==> src/rtl/fetch_pkg.sv <==
// Shared types and default sizing for the instruction fetch stage.
package fetch_pkg;

    localparam int              PC_WIDTH   = 16;
    localparam int              INST_WIDTH = 16;
    localparam logic [15:0]     RESET_PC   = 16'h0000;

    typedef enum logic [1:0] {
        IDLE  = 2'd0,
        WAIT  = 2'd1,
        HOLD  = 2'd2,
        DRAIN = 2'd3
    } fetch_state_t;

endpackage

==> src/rtl/pc_register.sv <==
// Program counter flop with next-PC selection: reset value, branch target,
// increment or hold, in that priority order.
module pc_register
    import fetch_pkg::*;
#(
    parameter int               WIDTH       = PC_WIDTH,
    parameter logic [WIDTH-1:0] RESET_VALUE = RESET_PC
) (
    input  logic             clk,
    input  logic             rst_n,
    input  logic             pc_rst,
    input  logic             pc_ld,
    input  logic             pc_inc,
    input  logic             pc_addr_sel,
    input  logic [WIDTH-1:0] imd_addr,
    input  logic [WIDTH-1:0] reg_target,
    output logic [WIDTH-1:0] pc
);

    logic [WIDTH-1:0] next_pc;

    // The increment wraps naturally at 2^WIDTH; there is no overflow flag.
    always_comb begin
        next_pc = pc;
        if (pc_rst)
            next_pc = RESET_VALUE;
        else if (pc_ld)
            next_pc = pc_addr_sel ? reg_target : imd_addr;
        else if (pc_inc)
            next_pc = pc + WIDTH'(1);
    end

    // NOTE: sequential state is written with non-blocking assignments so every
    // flop samples the pre-edge values, independent of block ordering.
    always_ff @(posedge clk or negedge rst_n) begin
        if (!rst_n)
            pc <= RESET_VALUE;
        else
            pc <= next_pc;
    end

endmodule

==> src/rtl/instruction_fetch.sv <==
// Fetch stage: single-outstanding instruction memory requests, instruction
// register with valid/ack handshake, and redirect handling with drain.
module instruction_fetch #(
    parameter int                  PC_WIDTH   = fetch_pkg::PC_WIDTH,
    parameter int                  INST_WIDTH = fetch_pkg::INST_WIDTH,
    parameter logic [PC_WIDTH-1:0] RESET_PC   = fetch_pkg::RESET_PC
) (
    input  logic                  clk,
    input  logic                  Rst,
    input  logic                  fetch_en,
    input  logic                  Pc_Rst,
    input  logic                  Pc_Ld,
    input  logic                  pc_addr_sel,
    input  logic [PC_WIDTH-1:0]   imd_addr,
    input  logic [PC_WIDTH-1:0]   reg_target,
    input  logic                  inst_ack,
    input  logic [INST_WIDTH-1:0] imem_rdata,
    input  logic                  imem_valid,
    output logic                  imem_req,
    output logic [PC_WIDTH-1:0]   imem_addr,
    output logic [INST_WIDTH-1:0] inst,
    output logic                  inst_valid,
    output logic [PC_WIDTH-1:0]   pc_out
);

    import fetch_pkg::fetch_state_t;
    import fetch_pkg::IDLE;
    import fetch_pkg::WAIT;
    import fetch_pkg::HOLD;
    import fetch_pkg::DRAIN;

    fetch_state_t          state;
    logic                  redirect;
    logic                  pc_inc;
    logic [PC_WIDTH-1:0]   pc;

    assign redirect = Pc_Rst | Pc_Ld;
    assign pc_inc   = (state == HOLD) && inst_ack && !redirect;
    assign pc_out   = pc;

    pc_register #(
        .WIDTH       (PC_WIDTH),
        .RESET_VALUE (RESET_PC)
    ) u_pc_register (
        .clk         (clk),
        .rst_n       (Rst),
        .pc_rst      (Pc_Rst),
        .pc_ld       (Pc_Ld),
        .pc_inc      (pc_inc),
        .pc_addr_sel (pc_addr_sel),
        .imd_addr    (imd_addr),
        .reg_target  (reg_target),
        .pc          (pc)
    );

    always_ff @(posedge clk or negedge Rst) begin
        // NOTE: every register in this block gets a reset value; a reset
        // mid-transaction must leave no stale request or instruction behind.
        if (!Rst) begin
            state      <= IDLE;
            imem_req   <= 1'b0;
            imem_addr  <= '0;
            inst       <= '0;
            inst_valid <= 1'b0;
        end else begin
            case (state)
                IDLE: begin
                    if (!redirect && fetch_en) begin
                        imem_req  <= 1'b1;
                        imem_addr <= pc;
                        state     <= WAIT;
                    end
                end
                WAIT: begin
                    if (imem_valid) begin
                        imem_req <= 1'b0;
                        if (redirect) begin
                            state <= IDLE;
                        end else begin
                            inst       <= imem_rdata;
                            inst_valid <= 1'b1;
                            state      <= HOLD;
                        end
                    end else if (redirect) begin
                        // Request stays on the bus; its response is discarded.
                        state <= DRAIN;
                    end
                end
                HOLD: begin
                    if (redirect || inst_ack) begin
                        inst_valid <= 1'b0;
                        state      <= IDLE;
                    end
                end
                DRAIN: begin
                    if (imem_valid) begin
                        imem_req <= 1'b0;
                        state    <= IDLE;
                    end
                end
                default: state <= IDLE;
            endcase
        end
    end

endmodule

==> config.mk <==
export PLATFORM = sky130hd
export DESIGN_NAME = instruction_fetch
export DESIGN_NICKNAME = d
export VERILOG_FILES = /design/src/rtl/fetch_pkg.sv /design/src/rtl/pc_register.sv /design/src/rtl/instruction_fetch.sv
export SDC_FILE = /design/constraint.sdc
export NUM_CORES = 1
export LEC_CHECK = 0
export BUFFER_PORTS_ARGS = -buffer_cell sky130_fd_sc_hd__buf_2
export CAP_MARGIN = 30
export CORE_ASPECT_RATIO = 1.75
export CORE_MARGIN = 4
export CORE_UTILIZATION = 28
export CTS_CLUSTER_SIZE = 28
export DETAILED_ROUTE_END_ITERATION = 12
export PLACE_DENSITY = 0.6
export REMOVE_ABC_BUFFERS = 1
export SYNTH_ARGS = -nofsm -noshare
export SYNTH_HDL_FRONTEND = slang
export SYNTH_SLANG_ARGS = --single-unit
export TNS_END_PERCENT = 5
==> constraint.sdc <==
create_clock -name clk -period 3.7 [get_ports clk]
set_input_delay 0.74 -clock clk [delete_from_list [all_inputs] [get_ports clk]]
set_output_delay 0.74 -clock clk [all_outputs]
set_load 0.1 [all_outputs]
**After elaboration in Yosys (flattened, before gate mapping)**

Index checks and enable logic that the tools add are counted.

- Register bits after elaboration: 52
- Output and inout bits: 50
- Input bits: 56

- Equal/unequal tests: 10
- $add $sub $neg: 1
- Muxes and demuxes: 18
- Bitwise gates (word level): 2
- Reduce and logical (&&, ||, !) cells: 15

Operators by type and width:

| operator | number |
|---|---|
| $mux W16 | 4 |
| $add A16 B1 Y16 const B | 1 |
| $mux W2 | 6 |
| $ne A2 B2 Y1 const B | 4 |
| $pmux W2 S4 | 1 |
| $reduce_and A4 Y1 | 2 |
| $reduce_and A3 Y1 | 2 |
| $mux W1 | 5 |
| $eq A2 B2 Y1 const B | 2 |
| $ne A2 B1 Y1 const B | 2 |
| $pmux W1 S2 | 2 |
| $reduce_bool A2 Y1 | 2 |
| $logic_and A1 B1 Y1 | 3 |
| $ne A3 B3 Y1 const B | 1 |
| $reduce_bool A3 Y1 | 1 |
| $eq A2 B1 Y1 const B | 1 |
| $logic_not A2 Y1 | 1 |
| $reduce_and A2 Y1 | 1 |
| $reduce_or A2 Y1 | 1 |
| $logic_not A1 Y1 | 1 |
| $logic_or A1 B1 Y1 | 1 |
| $not A1 Y1 | 1 |
| $or A1 B1 Y1 | 1 |

**Depth between registers and ports, before layout**

Gate-level depths: netlist of the first run.

- Depth after elaboration: 6
- Depth in mapped cells: 6
- Gate-level depth less buffers: 5

**Cells and area by module**

From an unflattened synthesis of the first run, not the netlist that was laid out.

- Cell total of the unflattened synthesis: 208
- Area, all modules: 2617.5 um^2

By module, submodules not included:

| module | instances | area each (um^2) | cells an instance |
|---|---|---|---|
| instruction_fetch | 1 | 1490.2 | 88 |
| pc_register | 1 | 1127.3 | 120 |

**Least setup slack after synthesis of the first run**

Ideal clock, no wire load.

- Path type: register -> register
- Start point: reg u_pc_register.pc[3]
- End point: reg u_pc_register.pc[11]
- Data arrival time: 2.141 ns
- Clock period less this slack: 2.267 ns
- Cell stages (with the launch flop): 5
- Path slack: 1.433 ns
- Cells stage by stage: dfrtp_1 -> nand4_2 -> nor4_4 -> a21boi_2 -> o311a_1

- Cells in the longest elaborated chain, start to end: 4

Ends and longest elaborated chain:

| element | RTL line | source |
|---|---|---|
| from (decl) | pc_register.sv:17 | `output logic [WIDTH-1:0] pc` |
| from (signal assigned) | pc_register.sv:39 | `pc <= next_pc;` |
| $add A16 B1 Y16 | pc_register.sv:30 | `next_pc = pc + WIDTH'(1);` |
| $mux W16 | pc_register.sv:29 | `else if (pc_inc)` |
| $mux W16 | pc_register.sv:27 | `else if (pc_ld)` |
| $mux W16 | pc_register.sv:25 | `if (pc_rst)` |

No other way between the ends. The select of a mux whose other input is x is not followed.
A chain may end at the register's enable or synchronous reset.

**Final worst setup path of the first run**

- Start point: in Pc_Ld
- End point: reg inst[10]

- Cells in the longest elaborated chain, start to end: 3

Ends and longest elaborated chain:

| element | RTL line | source |
|---|---|---|
| from (decl) | instruction_fetch.sv:12 | `input logic Pc_Ld,` |
| $or A1 B1 Y1 | instruction_fetch.sv:37 | `assign redirect = Pc_Rst \| Pc_Ld;` |
| $not A1 Y1 (no line) | - |  |
| $reduce_and A3 Y1 (no line) | - |  |
| to (signal assigned) | instruction_fetch.sv:80 | `inst <= imem_rdata;` |
| to (decl) | instruction_fetch.sv:21 | `output logic [INST_WIDTH-1:0] inst,` |

No other way between the ends.

==> results of run 1 <==
## critical path, stage by stage
cell and delay, ps:
buf_2 280, or2_1 390, nor3_4 660, mux2_2 410
## metal layers
layer	part of all wire (%)	wire length [um]
met4	2.6	177
met2	53	3632
met1	38	2604
met3	5.7	388
met5	0	0
## cell type report
type | count | share of cell area, %
Clock buffer | 6 | 4.123
Clock inverter | 2 | 0.2972
Inverter | 4 | 0.4458
Multi-Input combinational cell | 153 | 36.00
Sequential cell | 52 | 38.63
Tap cell | 120 | 4.458
Timing Repair Buffer | 107 | 16.05
## synth_stat cells (2+ instances only)
cell type / number / share of area [%]
buf_2: 4 / 0.77
mux2i_1: 15 / 5.8
xnor2_1: 3 / 1.0
a21oi_1: 9 / 1.7
nand4_1: 2 / 0.48
nand3b_1: 2 / 0.58
a22o_1: 2 / 0.68
buf_6: 2 / 0.87
nor4_1: 2 / 0.48
o21a_1: 8 / 2.3
nor2_1: 7 / 1.0
mux2_2: 32 / 14
nand2_1: 15 / 2.2
nand3_1: 6 / 1.2
and4_1: 2 / 0.68
o21ai_0: 6 / 1.2
nor3_1: 10 / 1.9
dfrtp_1: 52 / 50
inv_1: 4 / 0.58
xor2_1: 4 / 1.4
clkbuf_1: 5 / 0.72
o31a_1: 2 / 0.68
a211oi_1: 5 / 1.4
nand2b_1: 2 / 0.48
## report_power, final
group | total [W] | leakage (nW) | switching (W) | internal, W
Combinational | 0.00118 | 0.956 | 0.000980 | 0.000201
Clock | 0.000475 | 0.0766 | 0.000208 | 0.000267
Sequential | 0.000752 | 0.669 | 0.0000703 | 0.000682
Total | 0.00241 | 1.70 | 0.00126 | 0.00115
## final timing paths
path | start | endpoint | cells past startpoint
max | Pc_Ld | inst[10]$_DFFE_PN0P_ | 4
min reg2reg | imem_req$_DFFE_PN0P_ | imem_req$_DFFE_PN0P_ | 2
min | imem_req$_DFFE_PN0P_ | imem_req$_DFFE_PN0P_ | 2
min in group asynchronous | Rst | imem_addr[5]$_DFFE_PN0P_ | 1
max in group asynchronous | Rst | u_pc_register.pc[14]$_DFFE_PN0P_ | 2
max reg2reg | u_pc_register.pc[3]$_DFFE_PN0P_ | u_pc_register.pc[11]$_DFFE_PN0P_ | 4
## flip-flops by register name (all words and copies together) (netlist names)
| name | flops |
|---|---|
| imem_addr | 16 |
| imem_req | 1 |
| inst | 16 |
| inst_valid | 1 |
| state | 2 |
| u_pc_register.pc | 16 |
## cell families (layout without fill, tap and decap cells)
family                     count (synthesis)  in the layout  share of synthesized area [%]
AOI/OAI and AO/OA                         39             39                          10.53
xor gates and xnor gates                   7              7                          2.367
adders and majority gates                  1              1                         0.4830
buffers and inverters                     15            119                          2.947
DFF                                       52             52                          50.24
muxes                                     47             47                          19.71
and+or+nand+nor                           59             59                          13.72
## through the flow
step	setup slack (ps)	std cells	total power [W]	hold slack, ps
2_1_floorplan	1433	209	0.001734	444.4
3_3_place_gp	1081	436	0.001944	461.0
3_5_place_dp	1043	436	0.001956	462.2
4_1_cts	1366	444	0.002447	479.9
5_1_grt	1258	444	0.002506	504.1
6_report	1386	444	0.002408	472.2
==> results.ini, run 1 <==
[synthesis]
syn_area_per_cell_sq_um = 11.77
ys_types = 43
synth.yosys.seq_area_share_pct = 50.24
ys_ff_latch = 52
yosysWarnings = 0
synth_flop_cell = dfrtp_1
synth-edff-count = 0
synth-async-reset-ratio_pct = 100.0
syn_area_sq_um = 2590
synthCells = 220

[routing]
vias_per_cell = 4.723
wl_per_cell_um = 15.32
via_count = 2097
first_iter_violations = 51
ant_nets = 0
drtPass1Iterations = 5
routed_wl_um = 6803
drc_errors = 0

[critical_path]
rrSetupSlack_ps = 1880
crit_path_end_kind = flop
crit_required_ps = 3880
crit_fanout = 34
critical_path_class = primary input to flop
worstSetupStartpointType = primary input
arrival_ps = 2490

[finish]
syn_to_final_growth_pct = 30.05
final_cell_mix = buf_2, dfrtp_1, mux2_2, mux2i_1, nand2_1
final_util_pct = 37.28
multiInputGateArea_sq_um = 1212
drive_gt1_share_pct = 47.84
fin_area_sq_um = 3368
n_fill_cell = 945
regArea_sq_um = 1301
final_common_cell = buf_2
num-nets-final = 380
diodes = 0

[cts]
clkLatencyLatePin_ps = 290
hold_buffers = 0
cts_buffers = 5
cts_tree = yes
cts_setup_buffers = 0
clk_path_buf_depth = 2
clock-root-buffer = clkbuf_16
cts_resized = 0
path_clk_slew_ps = 70
cts_htree_levels = 2
clkSinkCount = 52

[sta]
fin_tns_setup_ps = 0
rsz0062_at_grt = no
max_slew.worst_pin.slew_ps = 748.7
fin_crit_sh_pct = 62.55
relSlewSlack_pct = 49.93
setup-violations-final = 0
skew_ps = 6.814
fmax_ghz = 0.4321
hold_viol_final = 0
fin_crit_ps = 2314
finalMaxSlewViolations = 0

[global_route]
met2_usage_pct = 22.83
use_met3_pct = 2.796
grt_pass1_vias = 2098
grt_pass1_wl_um = 10700
grt_use_met1_pct = 14.50
grtUsageTotal_pct = 12.92
grt_overflow_total = 0
grt-busiest-layer = met2
grt_max_degree = 35
antenna_found_initial = 0

[outcome]
outcome = completed

[placed_design]
placed_area_sq_um = 3219
hpwlAfterDp_um = 5151
place.gp.congestion = 0.7751
port_buffers = 105

[die]
rows = 46
die-area_sq_um = 10910
io_pins = 106
start_util_pct = 28.66
fp.dieH_um = 135.2
coreArea_sq_um = 9036
die_w_um = 80.70

[flow_run]
maxCapViolations = 0

[min_path]
hp-class = flop to flop

[pwr]
power_density_nw_per_um2 = 714.9
ir_worst_vdd_uv = 261.8
p_leak_nw = 1.702

Power figures use the tool's default switching activity.
==> run 2, diff against run 1 <==
--- a/config.mk
+++ b/config.mk
@@ -12,7 +12,7 @@
 export CORE_UTILIZATION = 28
 export CTS_CLUSTER_SIZE = 28
 export DETAILED_ROUTE_END_ITERATION = 12
-export PLACE_DENSITY = 0.6
+export PLACE_DENSITY = 0.62
 export REMOVE_ABC_BUFFERS = 1
 export SYNTH_ARGS = -nofsm -noshare
 export SYNTH_HDL_FRONTEND = slang
==> constraint.sdc (replaced) <==
create_clock -name clk -period 1.9 [get_ports clk]
set_input_delay 0.38 -clock clk [delete_from_list [all_inputs] [get_ports clk]]
set_output_delay 0.38 -clock clk [all_outputs]
set_load 0.1 [all_outputs]
==> run 2 against run 1 <==
Worst setup slack lost 1100 ps. Clock-buffer cell count grew 2. First-iteration DRC count grew 53%. Utilization grew 1.0 points. Non-clock buffer count grew 9. Clock skew shrank 2.4 ps. Highest routed layer is now met5. Total power grew 96%. Hold slack lost 430 ps. Critical path type is now flop to flop. Via count grew 1.3%.
==> results.ini, run 2 (same netlist as run 1, synthesis figures left out) <==
[global_route]
grt_max_degree = 34  ; -2.9%
grt_pass1_wl_um = 10940  ; +2.2%
grtUsageTotal_pct = 13.08  ; +0.15 points
antenna_found_initial = 1  ; +1
grt_pass1_vias = 2199  ; +4.8%
grt_overflow_total = 0  ; unchanged

[placed_design]
placed_area_sq_um = 3312  ; +2.9%
place.gp.congestion = 0.7534  ; -2.8%
port_buffers = 105  ; unchanged
hpwlAfterDp_um = 5324  ; +3.4%
dpl.cell_count = 445  ; +2.1%

[critical_path]
path_cells = nand4_2 -> nor4_4 -> buf_4 -> a21boi_2 -> o311a_1
critical_path_class = flop to flop
crit_path_end_kind = flop
worstSetupStartpointType = flop
arrival_ps = 1840  ; -650 ps
cp_top_family = flip-flops
crit_path_top_delay_cell = dfrtp_1
crit_fanout = 8  ; -76%
cpPeakStageDelay_ps = 480  ; -180 ps
path_buf_inv = 1  ; unchanged
crit_required_ps = 2080  ; -1800 ps

[die]
fp.dieH_um = 135.2  ; unchanged
coreArea_sq_um = 9036  ; unchanged
die_w_um = 80.70  ; unchanged
die-area_sq_um = 10910  ; unchanged
start_util_pct = 28.66  ; unchanged
io_pins = 106  ; unchanged
rows = 46  ; unchanged

[sta]
fin_crit_sh_pct = 87.28
relSlewSlack_pct = 66.48  ; +17 points
rsz0062_at_grt = no
max_slew.worst_pin.slew_ps = 506.3  ; -242.4 ps
fin_crit_ps = 1658
skew_ps = 4.415  ; -2.399 ps
finalMaxSlewViolations = 0  ; unchanged
fin_tns_setup_ps = 0  ; unchanged
hold_viol_final = 0  ; unchanged
setup-violations-final = 0  ; unchanged
fmax_ghz = 0.6030

[finish]
final_common_cell = buf_2
diodes = 0  ; unchanged
reg_top3 = imem_addr (16), inst (16), u_pc_register.pc (16)
final_cell_mix = buf_2, dfrtp_1, mux2_2, mux2i_1, nand2_1
fin_area_sq_um = 3458  ; +2.7%
final_util_pct = 38.27  ; +1.0 points
final_cells = 453  ; +2.0%
syn_to_final_growth_pct = 33.53
drive_gt1_share_pct = 48.65  ; +0.81 points
n_fill_cell = 922  ; -2.4%
num-nets-final = 389  ; +2.4%

[cts]
cts_resized = 0  ; unchanged
clk_path_buf_depth = 2  ; unchanged
cts_tree = yes
clkSinkCount = 52  ; unchanged
path_clk_slew_ps = 70  ; about the same
hold_buffers = 0  ; unchanged
clkLatencyLatePin_ps = 290  ; about the same
clock-root-buffer = clkbuf_16
cts_buffers = 5  ; unchanged
cts_setup_buffers = 0  ; unchanged
cts_htree_levels = 2  ; unchanged

[pwr]
p_leak_nw = 1.748  ; +2.7%
ir_worst_vdd_uv = 555.0  ; +110%
power_density_nw_per_um2 = 1362  ; +91%

[routing]
drtPass1Iterations = 4  ; -1
drc_errors = 0  ; unchanged
via_count = 2125  ; +1.3%
wl_per_cell_um = 15.24  ; -0.52%
routed_wl_um = 6905  ; +1.5%
first_iter_violations = 78  ; +53%
vias_per_cell = 4.691  ; -0.68%
ant_nets = 0  ; unchanged

[flow_run]
maxCapViolations = 0  ; unchanged

[min_path]
hp-class = primary input to async pin

[outcome]
outcome = completed

## run 2: power breakdown
| group | switching, W | internal [W] | total (W) |
|---|---|---|---|
| clock | 0.000401 | 0.000527 | 0.000928 |
| combinational | 0.00191 | 0.000405 | 0.00232 |
| sequential | 0.000138 | 0.00133 | 0.00147 |
## run 2: path summary, 6_finish.rpt
path	from	end	slack (ps)	cells after the start
setup / recovery	u_pc_register.pc[3]$_DFFE_PN0P_	u_pc_register.pc[11]$_DFFE_PN0P_	240	5
hold / removal	Rst	inst[0]$_DFFE_PN0P_	50	1
setup reg to reg	u_pc_register.pc[3]$_DFFE_PN0P_	u_pc_register.pc[11]$_DFFE_PN0P_	240	5
hold reg to reg	imem_addr[2]$_DFFE_PN0P_	imem_addr[2]$_DFFE_PN0P_	480	2
max in group asynchronous	Rst	imem_addr[6]$_DFFE_PN0P_	1300	2
min in group clk	imem_rdata[2]	inst[2]$_DFFE_PN0P_	320	2
## run 2: area by class of cell
| cell class | instances | area [sq um] | area share (%) |
|---|---|---|---|
| Inverter | 4 | 15.01 | 0.4342 |
| Sequential cell | 52 | 1301 | 37.63 |
| Timing Repair Buffer | 116 | 633.1 | 18.31 |
| Multi-Input combinational cell | 153 | 1212 | 35.06 |
| Clock buffer | 8 | 146.4 | 4.233 |
| Tap cell | 120 | 150.1 | 4.342 |
## run 2: per-stage QoR
stage	total power [W]	hold slack, ps	worst slack, ps
after floorplan	0.003376	84.41	-366.6
after global placement	0.003800	372.4	204.3
after detailed placement	0.003825	367.4	179.1
after CTS	0.004775	50.58	216.2
after global routing	0.004904	81.24	123.7
final	0.004710	45.99	241.6
## run 2: per-layer routing
layer	track usage, %	up-vias	wire length, um
li1	-	1024	-
met1	14.26	1020	2641
met2	24.17	69	3709
met3	2.929	10	421
met4	4.605	2	119
met5	0	-	13
==> run 3, diff against run 2 <==
--- a/config.mk
+++ b/config.mk
@@ -5,6 +5,7 @@
 export SDC_FILE = /design/constraint.sdc
 export NUM_CORES = 1
 export LEC_CHECK = 0
+export ABC_AREA = 1
 export BUFFER_PORTS_ARGS = -buffer_cell sky130_fd_sc_hd__buf_2
 export CAP_MARGIN = 30
 export CORE_ASPECT_RATIO = 1.75
==> run 3 against run 2 <==
Total power up 47%. Wire length grew 13%. Register-to-register slack improved by 70 ps. Synthesized cell count increased by 54%. Combinational power increased by 76%. Sequential cell count is the same. Sequential share of layout area is 1.1 points lower. Critical path type is now flop to primary output. Critical endpoint is now pc_out[11]. Largest cell class unchanged. Largest power group unchanged.
==> results.ini, run 3 <==
[critical_path]
arrival_ps = 1260  ; -580 ps
path_buf_inv = 1  ; unchanged
path_cells = buf_2
crit_path_end_kind = primary output
critical_path_class = flop to primary output
cp_top_family = flip-flops
crit_fanout = 7  ; -1
crit_path_top_delay_cell = dfrtp_1
worstSetupStartpointType = flop
cpPeakStageDelay_ps = 480  ; about the same
crit_required_ps = 1520  ; -560 ps

[placed_design]
hpwlAfterDp_um = 6287  ; +18%
placed_area_sq_um = 3396  ; +2.5%
port_buffers = 105  ; unchanged
place_ws_ps = 227.3  ; +48.18 ps
place.gp.congestion = 0.8437  ; +12%

[cts]
clkSinkCount = 52  ; unchanged
clkLatencyLatePin_ps = 290  ; about the same
cts_resized = 0  ; unchanged
hold_buffers = 0  ; unchanged
cts_tree = yes
clk_path_buf_depth = 2  ; unchanged
cts_htree_levels = 2  ; unchanged
cts_buffers = 5  ; unchanged
cts_setup_buffers = 0  ; unchanged
path_clk_slew_ps = 70  ; about the same
clock-root-buffer = clkbuf_16

[synthesis]
yosysWarnings = 0  ; unchanged
synth_compound_area_share_pct = 8.249  ; -2.3 points
synth_common_cells = nand2_1, dfrtp_1, nand3_1, o21ai_0, inv_1
synth_xor_area_share_pct = 0  ; -2.4 points
syn_area_per_cell_sq_um = 8.053  ; -32%
syn_area_sq_um = 2730  ; +5.4%
synthCells = 339  ; +54%
synth-edff-count = 0  ; unchanged
synth-simple-area-share_pct = 28.96  ; +15 points
synth-adder-area-share_pct = 0.4583  ; -0.025 points
synth_top_area_cell = dfrtp_1
synth-async-reset-ratio_pct = 100.0  ; unchanged
synth_top_area_share_pct = 47.66  ; -2.6 points
synth.area.mux_share_pct = 8.249  ; -11 points
ys_ff_latch = 52  ; unchanged
synth.yosys.seq_area_share_pct = 47.66  ; -2.6 points
synth_top_family_by_area = simple AND/OR/NAND/NOR gates
yosysMostFrequentCell = nand2_1
synth_flop_cell = dfrtp_1
ys_types = 22  ; -49%
synthTopCellsByArea = dfrtp_1, nand2_1, nand3_1, o21ai_0, mux2_4

[global_route]
antenna_found_initial = 0  ; -1
grtUsageTotal_pct = 13.97  ; +0.89 points
grt_overflow_total = 0  ; unchanged
grt_pass1_wl_um = 12450  ; +14%
grt_max_degree = 33  ; -2.9%
grt_pass1_vias = 2546  ; +16%

[routing]
routed_wl_um = 7778  ; +13%
ant_nets = 0  ; unchanged
first_iter_violations = 92  ; +18%
via_count = 2553  ; +20%
wl_per_cell_um = 13.69  ; -10%
drc_errors = 0  ; unchanged
vias_per_cell = 4.495  ; -4.2%
drtPass1Iterations = 4  ; unchanged

[finish]
n_fill_cell = 1004  ; +8.9%
syn_to_final_growth_pct = 30.52
final_cell_mix = nand2_1, buf_2, dfrtp_1, nand3_1, o21ai_0
final_common_cell = nand2_1
fin_area_sq_um = 3563  ; +3.0%
drive_gt1_share_pct = 32.06  ; -17 points
diodes = 0  ; unchanged
reg_top3 = imem_addr (16), inst (16), u_pc_register.pc (16)
num-nets-final = 502  ; +29%

[sta]
fin_crit_sh_pct = 86.17  ; -1.1 points
max_slew.worst_pin.slew_ps = 508.6  ; +2.288 ps
setup-violations-final = 0  ; unchanged
hold_viol_final = 0  ; unchanged
fin_tns_setup_ps = 0  ; unchanged
finalMaxSlewViolations = 0  ; unchanged
setup_ws_ps = 262.7  ; +21.10 ps
rsz0062_at_grt = no
fmax_ghz = 0.6108  ; +1.3%
relSlewSlack_pct = 66.10  ; -0.38 points
skew_ps = 10.03  ; +5.618 ps
fin_crit_ps = 1637  ; -21.10 ps

[pwr]
netSwitchingFraction_pct = 59.49  ; +7.5 points
ir_worst_vdd_uv = 968.2  ; +74%
finalPower_w = 0.006912  ; +47%
power_density_nw_per_um2 = 1940  ; +42%
combinationalPowerShare_pct = 59.2  ; +10 points
p_sw_w = 0.004112  ; +68%
p_seq_share_pct = 25.8  ; -5.3 points
p_clk_share_pct = 15.0  ; -4.7 points
p_int_w = 0.002800  ; +24%
p_leak_nw = 1.904  ; +9.0%

[die]
start_util_pct = 28.84  ; +0.17 points
fp.dieH_um = 138.6  ; +2.5%
io_pins = 106  ; unchanged
die_w_um = 82.65  ; +2.4%
coreArea_sq_um = 9468  ; +4.8%
die-area_sq_um = 11460  ; +5.0%
rows = 47  ; +2.2%

[min_path]
hp-class = primary input to async pin

[outcome]
outcome = completed

[flow_run]
maxCapViolations = 0  ; unchanged

[run 3: kinds of logic after synthesis]
family | after synthesis
multiplexers | 17
flip-flops | 52
AO/OA/AOI/OAI | 43
adder cells (fa/ha/maj) | 1
buffers and inverters | 41
AND/OR/NAND/NOR | 185
[run 3: metal layers]
| metal | global-route usage (%) | part of all wire [%] | vias to the layer above |
|---|---|---|---|
| met4 | 5.599 | 2.1 | 0 |
| met5 | 0 | 0 | - |
| met1 | 15.26 | 39 | 1147 |
| met3 | 2.081 | 5.1 | 11 |
| li1 | - | - | 1315 |
| met2 | 25.72 | 54 | 80 |
[run 3: area by class of cell]
type | instances | area [sq um] | area share, %
Clock inverter | 3 | 42.54 | 1.194
Timing Repair Buffer | 110 | 575.6 | 16.15
Multi-Input combinational cell | 246 | 1254 | 35.18
Inverter | 30 | 112.6 | 3.160
Sequential cell | 52 | 1301 | 36.52
Clock buffer | 5 | 125.1 | 3.511
Tap cell | 122 | 152.6 | 4.284
[run 3: power groups by stage]
stage               registers [W]  clock network (W)  logic (W)
global placement          0.00180                  0    0.00409
detailed placement        0.00181                  0    0.00412
CTS                       0.00179            0.00107    0.00412
finish                    0.00178            0.00104    0.00409
floorplan                 0.00458                  0   0.000619
global route              0.00184            0.00112    0.00426
[run 3: path summary, 6_finish.rpt]
kind                                                   end  slack, ps                        startpoint  cells past startpoint
hold reg to reg                   imem_addr[4]$_DFFE_PN0P_        480          imem_addr[4]$_DFFE_PN0P_                      2
min in group clk                       inst[3]$_DFFE_PN0P_        320                     imem_rdata[3]                      2
setup reg to reg           u_pc_register.pc[9]$_DFFE_PN0P_        310              state[0]$_DFFE_PN0P_                      9
max in group asynchronous         imem_addr[8]$_DFFE_PN0P_       1290                               Rst                      2
hold / removal                   imem_addr[15]$_DFFE_PN0P_         40                               Rst                      1
setup / recovery                                pc_out[11]        260  u_pc_register.pc[11]$_DFFE_PN0P_                      1
[run 3: stage by stage]
| stage | cells | hold WS, ps | utilization [%] |
|---|---|---|---|
| floorplan | 328 | 84.41 | - |
| global placement | 560 | 377.5 | 35.87 |
| detailed placement | 560 | 388.1 | 35.87 |
| CTS | 568 | 67.62 | 37.64 |
| global route | 568 | 101.2 | 37.64 |
| finish | 568 | 43.34 | 37.64 |
